===== src/rtl/afe_responder_if.sv =====
// Controller <-> emulated analog front end signal bundle.
// The controller (master) drives phase codes, switch controls and the code under
// test; the responder (slave) returns the comparator decision and status.
interface afe_responder_if;
  logic [1:0] c1;
  logic [1:0] c2;
  logic [7:0] diode;
  logic       res_n;
  logic       coarse;
  logic [7:0] ib;
  logic [7:0] ibf;
  logic [7:0] target_c;
  logic [7:0] target_f;
  logic       cmp_o;
  logic       phase_err;
  logic [7:0] cmp_count;
  logic [7:0] last_code;

  modport master (
    output c1, c2, diode, res_n, coarse, ib, ibf, target_c, target_f,
    input  cmp_o, phase_err, cmp_count, last_code
  );

  modport slave (
    input  c1, c2, diode, res_n, coarse, ib, ibf, target_c, target_f,
    output cmp_o, phase_err, cmp_count, last_code
  );
endinterface


===== src/rtl/afe_responder.sv =====
// Emulated analog front end for a bias-search controller.
// Tracks the controller's phase protocol (small/gap/big/gap/hold), checks the
// switch settings on phase entry, and produces a registered comparator decision
// for the code under test against a fixed balance point.
module afe_responder (
  input logic            clk,
  input logic            reset_n,
  afe_responder_if.slave afe
);

  typedef enum logic [2:0] {
    StIdle,
    StSmall,
    StGap1,
    StBig,
    StGap2,
    StHold
  } state_e;

  state_e     state_q, state_d;
  logic       en_q;
  logic       cmp_q, cmp_d;
  logic       err_q, err_d;
  logic [7:0] count_q, count_d;
  logic [7:0] last_q, last_d;

  // Phase-code pair decode
  logic p00, p20, p02, p11;
  // Switch settings required when entering the small and big phases
  logic small_ok, big_ok;

  assign p00 = (afe.c1 == 2'd0) && (afe.c2 == 2'd0);
  assign p20 = (afe.c1 == 2'd2) && (afe.c2 == 2'd0);
  assign p02 = (afe.c1 == 2'd0) && (afe.c2 == 2'd2);
  assign p11 = (afe.c1 == 2'd1) && (afe.c2 == 2'd1);

  assign small_ok = (afe.diode == 8'h01) && afe.res_n;
  assign big_ok   = (afe.diode == 8'hFF) && !afe.res_n;

  logic       error;
  logic       eval;
  logic       bump;
  logic [7:0] sel_code;
  logic [7:0] sel_tgt;

  // Reset release: the first edge after deassertion only arms en_q, so state
  // first moves on the second rising edge.
  always_ff @(posedge clk or negedge reset_n) begin
    if (!reset_n) begin
      en_q <= 1'b0;
    end else begin
      en_q <= 1'b1;
    end
  end

  // Next-state, protocol checking, evaluation and window counting
  always_comb begin
    state_d  = state_q;
    cmp_d    = cmp_q;
    err_d    = err_q;
    count_d  = count_q;
    last_d   = last_q;
    error    = 1'b0;
    eval     = 1'b0;
    bump     = 1'b0;
    sel_code = afe.coarse ? afe.ib : afe.ibf;
    sel_tgt  = afe.coarse ? afe.target_c : afe.target_f;

    case (state_q)
      StIdle: begin
        if (p20) begin
          if (small_ok) state_d = StSmall;
          else          error   = 1'b1;
        end else if (!p00) begin
          error = 1'b1;
        end
      end
      StSmall: begin
        if (p00)       state_d = StGap1;
        else if (!p20) error   = 1'b1;
      end
      StGap1: begin
        if (p02) begin
          if (big_ok) state_d = StBig;
          else        error   = 1'b1;
        end else if (!p00) begin
          error = 1'b1;
        end
      end
      StBig: begin
        if (p00) begin
          state_d = StGap2;
          eval    = 1'b1;
        end else if (!p02) begin
          error = 1'b1;
        end
      end
      StGap2: begin
        if (p11) begin
          state_d = StHold;
          bump    = 1'b1;
        end else if (!p00) begin
          error = 1'b1;
        end
      end
      StHold: begin
        if (p20) begin
          if (small_ok) state_d = StSmall;
          else          error   = 1'b1;
        end else if (!p11) begin
          error = 1'b1;
        end
      end
      default: error = 1'b1;
    endcase

    // An error aborts the window: back to idle with no evaluation or count
    if (error) begin
      state_d = StIdle;
      err_d   = 1'b1;
    end else begin
      if (eval) begin
        cmp_d  = sel_code > sel_tgt;
        last_d = sel_code;
      end
      if (bump) begin
        count_d = count_q + 8'd1;
      end
    end
  end

  // State and output registers; held until reset release has been synchronised
  always_ff @(posedge clk or negedge reset_n) begin
    if (!reset_n) begin
      state_q <= StIdle;
      cmp_q   <= 1'b0;
      err_q   <= 1'b0;
      count_q <= 8'h00;
      last_q  <= 8'h00;
    end else if (en_q) begin
      state_q <= state_d;
      cmp_q   <= cmp_d;
      err_q   <= err_d;
      count_q <= count_d;
      last_q  <= last_d;
    end
  end

  assign afe.cmp_o     = cmp_q;
  assign afe.phase_err = err_q;
  assign afe.cmp_count = count_q;
  assign afe.last_code = last_q;

endmodule


===== src/flat_wrapper.sv =====
// flat-port wrapper written by rule: the top's interface ports become plain ports
module afe_responder_flat 
  (clk, reset_n, afe_c1, afe_c2, afe_diode, afe_res_n, afe_coarse, afe_ib, afe_ibf, afe_target_c, afe_target_f, afe_cmp_o, afe_phase_err, afe_cmp_count, afe_last_code);
  afe_responder_if afe_i ();
  input logic clk;
  input logic reset_n;
  input wire logic [$bits(afe_i.c1)-1:0] afe_c1;
  input wire logic [$bits(afe_i.c2)-1:0] afe_c2;
  input wire logic [$bits(afe_i.diode)-1:0] afe_diode;
  input wire logic [$bits(afe_i.res_n)-1:0] afe_res_n;
  input wire logic [$bits(afe_i.coarse)-1:0] afe_coarse;
  input wire logic [$bits(afe_i.ib)-1:0] afe_ib;
  input wire logic [$bits(afe_i.ibf)-1:0] afe_ibf;
  input wire logic [$bits(afe_i.target_c)-1:0] afe_target_c;
  input wire logic [$bits(afe_i.target_f)-1:0] afe_target_f;
  output wire logic [$bits(afe_i.cmp_o)-1:0] afe_cmp_o;
  output wire logic [$bits(afe_i.phase_err)-1:0] afe_phase_err;
  output wire logic [$bits(afe_i.cmp_count)-1:0] afe_cmp_count;
  output wire logic [$bits(afe_i.last_code)-1:0] afe_last_code;
  assign afe_i.c1 = afe_c1;
  assign afe_i.c2 = afe_c2;
  assign afe_i.diode = afe_diode;
  assign afe_i.res_n = afe_res_n;
  assign afe_i.coarse = afe_coarse;
  assign afe_i.ib = afe_ib;
  assign afe_i.ibf = afe_ibf;
  assign afe_i.target_c = afe_target_c;
  assign afe_i.target_f = afe_target_f;
  assign afe_cmp_o = afe_i.cmp_o;
  assign afe_phase_err = afe_i.phase_err;
  assign afe_cmp_count = afe_i.cmp_count;
  assign afe_last_code = afe_i.last_code;
  afe_responder u_core (.clk(clk), .reset_n(reset_n), .afe(afe_i));
endmodule

===== config.mk =====
export PLATFORM = sky130hd
export DESIGN_NAME = afe_responder_flat
export DESIGN_NICKNAME = d
export VERILOG_FILES = /design/src/rtl/afe_responder_if.sv /design/src/rtl/afe_responder.sv /design/src/flat_wrapper.sv
export SDC_FILE = /design/constraint.sdc
export NUM_CORES = 1
export LEC_CHECK = 0
export ABC_AREA = 1
export BUFFER_PORTS_ARGS = -buffer_cell sky130_fd_sc_hd__clkbuf_2
export CAP_MARGIN = 40
export CELL_PAD_IN_SITES_DETAIL_PLACEMENT = 1
export CELL_PAD_IN_SITES_GLOBAL_PLACEMENT = 1
export CORE_MARGIN = 4
export CORE_UTILIZATION = 34
export CTS_CLUSTER_DIAMETER = 100
export CTS_CLUSTER_SIZE = 12
export DETAILED_ROUTE_END_ITERATION = 8
export HOLD_SLACK_MARGIN = 0.08
export PLACE_DENSITY_LB_ADDON = 0.1
export RECOVER_POWER = 100
export SYNTH_ARGS = -nofsm -noshare
export SYNTH_HDL_FRONTEND = slang
export SYNTH_SLANG_ARGS = --single-unit

===== constraint.sdc =====
create_clock -name clk -period 1.79 [get_ports clk]
set_input_delay 0.179 -clock clk [delete_from_list [all_inputs] [get_ports clk]]
set_output_delay 0.179 -clock clk [all_outputs]
set_load 0.02 [all_outputs]

**Word level (Yosys, flattened, before mapping)**

Cells that the tools add are included.

- Add/sub/neg operators: 1
- $mul: 0
- Div/mod/pow operators: 0
- $lt $le $gt $ge: 1
- Equal/unequal tests: 18
- Shift-type cells: 0
- Mux-type cells: 28
- Bitwise logic cells: 1
- Reduce and logical (&&, ||, !) cells: 16

Operator list:

| cell | number |
|---|---|
| $mux 3 | 8 |
| $ne 3x1->1 const B | 7 |
| $mux 1 | 16 |
| $mux 8 | 2 |
| $pmux 3 s5 | 1 |
| $reduce_and 9->1 | 1 |
| $add 8x1->8 const B | 1 |
| $eq 8x1->1 const B | 1 |
| $eq 8x8->1 const B | 1 |
| $gt 8x8->1 | 1 |
| $eq 3x2->1 const B | 2 |
| $eq 3x3->1 const B | 2 |
| $logic_and 1x1->1 | 6 |
| $pmux 1 s6 | 1 |
| $reduce_and 3->1 | 2 |
| $reduce_bool 6->1 | 1 |
| $eq 2x1->1 const B | 2 |
| $eq 2x2->1 const B | 2 |
| $logic_not 2->1 | 2 |
| $eq 3x1->1 const B | 1 |
| $logic_not 3->1 | 1 |
| $reduce_and 2->1 | 1 |
| $reduce_or 2->1 | 1 |
| $logic_not 1->1 | 1 |
| $not 1->1 | 1 |

- Flip-flop bits (word level): 22
- Latch bits: 0
- RAM bits: 0
- Bits in read-only memories: 0
- Output and inout bits: 18
- Memories: 0

**Depth between registers and ports, before layout**

- Depth in word-level cells: 7
- Gate-level depth with buffers: 13
- Depth with buffers taken out: 13

**Least setup slack after synthesis**

No wires, ideal clock.

- Path kind: input -> register
- Start point: in afe_coarse
- End point: reg u_core.cmp_q, in the netlist u_core.afe.cmp_o
- Library setup time: 0.125 ns
- Data arrival time: 1.642 ns
- Data required time: 1.665 ns
- Setup slack: 0.022 ns
- Cell stages on the path: 8
- Path buffers: 2
- Cell sequence: buf_2 -> buf_2 -> mux2_2 -> ha_1 -> a21oi_1 -> o21ai_0 -> a21oi_1 -> o31ai_1

- Word-level cells in the longest chain between the ends: 2
- Elaborated cells between the ends (all ways): 3

Ends and longest elaborated chain:

| what | RTL line | source |
|---|---|---|
| start, declared | flat_wrapper.sv:11 | `input wire logic [$bits(afe_i.coarse)-1:0] afe_coarse;` |
| $mux 8 | afe_responder.sv:66 | `sel_code = afe.coarse ? afe.ib : afe.ibf;` |
| named net u_core.sel_code[1] | afe_responder.sv:43 | `logic [7:0] sel_code;` |
| $gt 8x8->1 | afe_responder.sv:123 | `cmp_d = sel_code > sel_tgt;` |
| end signal, assigned | afe_responder.sv:142 | `cmp_q <= cmp_d;` |
| end, declared | afe_responder.sv:22 | `logic cmp_q, cmp_d;` |

The timed path passes the listed nets, and every way through them passes these cells.
A chain may end at the register's enable or synchronous reset.

**Worst setup path after layout**

- Start point: reg u_core.state_q[2]
- End point: reg u_core.state_q[1]

- Word-level cells in the longest chain between the ends: 4
- Elaborated cells between the ends (all ways): 19

Ends and longest elaborated chain:

| what | RTL line | source |
|---|---|---|
| start, declared | afe_responder.sv:20 | `state_e state_q, state_d;` |
| start signal, assigned | afe_responder.sv:135 | `state_q <= StIdle;` |
| start signal, assigned | afe_responder.sv:141 | `state_q <= state_d;` |
| $eq 3x3->1, or another cell as far along | afe_responder.sv:69 | `case (state_q)` |
| $pmux 1 s6 or $reduce_or 2->1 (tied branches) | -- |  |
| $ne 3x1->1 (no source line), or another cell as far along | -- |  |
| $reduce_and 9->1 (no source line) or $mux 3 (tied branches) | -- |  |

Parallel ways exist; a longest one is shown, timed or not.

==> results.md <==
## Timing
• **clock period minus worst slack** 1.62 ns
• **relative slew slack** 0.230
• **post-route clock period utilization** 0.903
• **transition time at the pin with the least slew margin** 1.15 ns
• **final count of hold timing violations** 0
• **setup clock skew after layout** 0.0107 ns
• **Max Fclk** 619 MHz
• **hold slack final** 0.250 ns
• **Final Slew Violations** 0
• **setup violators final** 0

## Global routing
• **largest net degree at the start of global routing** 23
• **Total Routing Usage GR** 0.147
• **antenna violations before repair** 0
• **remaining global-route overflow** 0
• **wire length of the first global-routing pass** 7.51 mm
• **vias in the first global route** 1735

## Setup path
• **largest fanout on the critical path** 4
• **Critical R2R Launch** u_core.state_q[2]
• **Register-to-Register Setup Slack** 0.17 ns
• **data required time of the worst path** 1.96 ns
• **Worst Path Arrival** 1.79 ns
• **Critical R2R Capture** u_core.state_q[1]
• **Setup crit start kind** flop
• **Worst setup EP type** flop
• **worst r2r path cells** 9
• **Worst Setup Path Type** flop to flop

## Clock tree
• **root buffer cell** clkbuf_8
• **Max Buffers Root-to-Sink** 2
• **number of H-tree branching levels** 1
• **CTS tree** built
• **clock network latency to the later pin of the worst-skew pair** 0.27 ns
• **CTS clk-pin slew, worst paths** 0.09 ns
• **number of clock buffers inserted by TritonCTS** 3
• **Clock Sinks** 22

## Logic synthesis
• **Avg Synthesized Cell Area** 7.79 sq um
• **Net Count, Synth** 275
• **number of warning messages in the yosys log** 0
• **unique cell type count in the Yosys netlist** 26
• **Post-Synthesis Cell Area** 1700 sq um
• **Mapped Cells** 218
• **post-synthesis sequential area ratio** 0.324
• **register bit count reported by yosys** 22

## Pwr
• **proportion of total power due to net switching** 0.358
• **power dissipated by switching net loads** 592 uW
• **Pwr per Cell Area** 757 nW/um^2
• **Internal Dissipation** 1.06 mW
• **part of the total power dissipated in sequential elements** 0.337
• **clock share of power** 0.282
• **leakage power of the design** 1.14 nW
• **PnR Total Power** 1.66 mW
• **part of the power in combinational logic** 0.380
• **largest vdd supply drop** 680 uV

## Routing
• **detailed-route DRC error count** 0
• **number of DRC violations after detailed-routing iteration 0** 20
• **vias after detailed routing** 1677
• **antenna-violating nets left** 0
• **number of iterations in the first detailed-routing pass** 4
• **total length of routed wires** 4.52 mm
• **average via count per standard cell** 4.70
• **wire length per cell** 12.6 um

## Worst hold path
• **sink of the worst hold path** u_core.afe.last_code[0]
• **number of cells traversed by the worst hold path** 3
• **critical hold path startpoint** afe_ibf[0]
• **Min-Delay Path Class** input port to flop

## Placed design
• **I/O Buffers** 65
• **GPL Wtd Cong** 0.866
• **DPL Wire Length** 3.83 mm
• **placed cell areas** 2120 sq um
• **dpl cells** 350

## Floorplan
• **number of ports placed on the die boundary** 66
• **die boundary width** 78.7 um
• **num rows** 25
• **overall die area** 6190 sq um
• **Die Y-Extent** 78.7 um
• **Core ar.** 4790 sq um
• **initial core utilization** 0.355

## Final layout
• **layout cell share with drive strength beyond 1** 0.321
• **number of inserted diodes** 0
• **number of filler cells placed in the layout** 644
• **non-filler cells in the finished layout** 357
• **post-route design area** 2190 sq um
• **Syn-to-layout area delta** 28.8%
• **Final Net Count** 348

## Run status
• **run status** complete, no violations

## Flow run
• **number of max-capacitance violations reported** 0

## metrics by stage
stage	setup WS, ns	util	TNS [ns]
4_1_cts	0.0580	0.459	0
3_5_place_dp	0.0143	0.442	0
6_report	0.173	0.457	0
2_1_floorplan	0.0224	-	0
3_3_place_gp	0.0842	0.442	0
5_1_grt	-0.00526	0.457	-0.00526
## registers in the layout, summed over array words and instances, names as in the netlist
signal                count
u_core.state_q            3
u_core.afe.cmp_o          1
u_core.afe.cmp_count      8
u_core.en_q               1
u_core.afe.last_code      8
u_core.afe.phase_err      1
## layer usage
layer	up-vias	wire length, um	global-route usage	part of all wire
li1	853	-	-	-
met1	782	2020	0.183	0.45
met2	38	2270	0.263	0.50
met3	4	201	0.0329	0.045
met4	0	23	0.0210	0.0051
met5	-	0	0	0
## kinds of logic (layout without fill, tap and decap cells)
kind of cell	Yosys count	count (layout)	synth area share
AND/OR/NAND/NOR	128	128	0.379
buffers and inverters	23	95	0.0530
flip-flops	22	22	0.324
multiplexers	16	16	0.100
AO/OA/AOI/OAI	11	11	0.0339
adder cells (fa/ha/maj)	9	9	0.0663
XOR/XNOR	8	8	0.0412
other	1	1	0.00221
## worst max-delay path, cell delays in order, from the launching register on
cell and delay [ns]:
dfrtp_1 0.43, buf_4 0.15, nor3_1 0.29, nand2_1 0.16, nand2_1 0.13, nor2_4 0.04, nand4_4 0.08, nand3_2 0.10
nand2_1 0.08, nand2_1 0.05
## layout make-up
cell class,count,area (sq um),share of cell area
Clock inverter,1,30.0,0.0137
Timing Repair Buffer,71,349,0.160
Tap cell,67,83.8,0.0383
Multi-Input combinational cell,173,1060,0.484
Clock buffer,3,41.3,0.0189
Inverter,20,75.1,0.0343
Sequential cell,22,551,0.252
## cells in the mapped netlist
master   instances  area share
dfrtp_1         22        0.32
conb_1           1      0.0022
nand2_1         62        0.14
o21ai_0          5       0.015
xor2_1           4       0.021
nor3_2           1      0.0059
inv_1           16       0.035
mux2_2           8       0.053
nand2_2         10       0.037
nand3_1         12       0.035
ha_1             9       0.066
inv_2            4      0.0088
buf_2            3      0.0088
nor2_4           3       0.020
nand4_4          1       0.013
nor2_2           7       0.026
nor2_1          16       0.035
nor4_4           1       0.013
nand3_2          3       0.018
o31ai_1          1      0.0044
xnor2_1          4       0.021
nor3_1           5       0.015
a21oi_1          5       0.015
or2_1            1      0.0037
mux2i_1          8       0.047
nand4_1          6       0.022
## cell usage in the layout (no fill, tap or decap), types with 8 or more instances in the layout
| cell type | instances |
|---|---|
| mux2i_1 | 8 |
| nor2_1 | 16 |
| nand3_1 | 12 |
| inv_1 | 16 |
| nand2_1 | 62 |
| clkbuf_2 | 46 |
| dfrtp_1 | 22 |
| clkbuf_1 | 19 |
| nand2_2 | 10 |
| mux2_2 | 8 |
| ha_1 | 9 |
## repair_timing
item | in CTS | in global routing
setup buffers | 0 | 2
gates resized for setup | 0 | 1
setup endpoints to repair | 0 | 10
hold endpoints to repair | 22 | 0
hold buffers | 1 | 0
## power groups by stage
stage                     Combinational (mW)  Clock [mW]  Sequential [mW]
after global routing                   0.709       0.498            0.564
after CTS                              0.642       0.486            0.559
after global placement                 0.620           0            0.567
after detailed placement               0.637           0            0.568
final                                  0.630       0.468            0.558
after floorplan                        0.450           0            0.573
## how the worst max path moves through the flow
stage,from,end,cells after the start
floorplan,afe_coarse,u_core.afe.cmp_o,8
global placement,afe_coarse,u_core.afe.cmp_o,7
detailed placement,afe_coarse,u_core.afe.cmp_o,7
CTS,u_core.state_q[2],u_core.afe.last_code[7],7
global route,u_core.state_q[2],u_core.state_q[2],12
finish,u_core.state_q[2],u_core.state_q[1],9
Power figures use the tool's default switching activity.
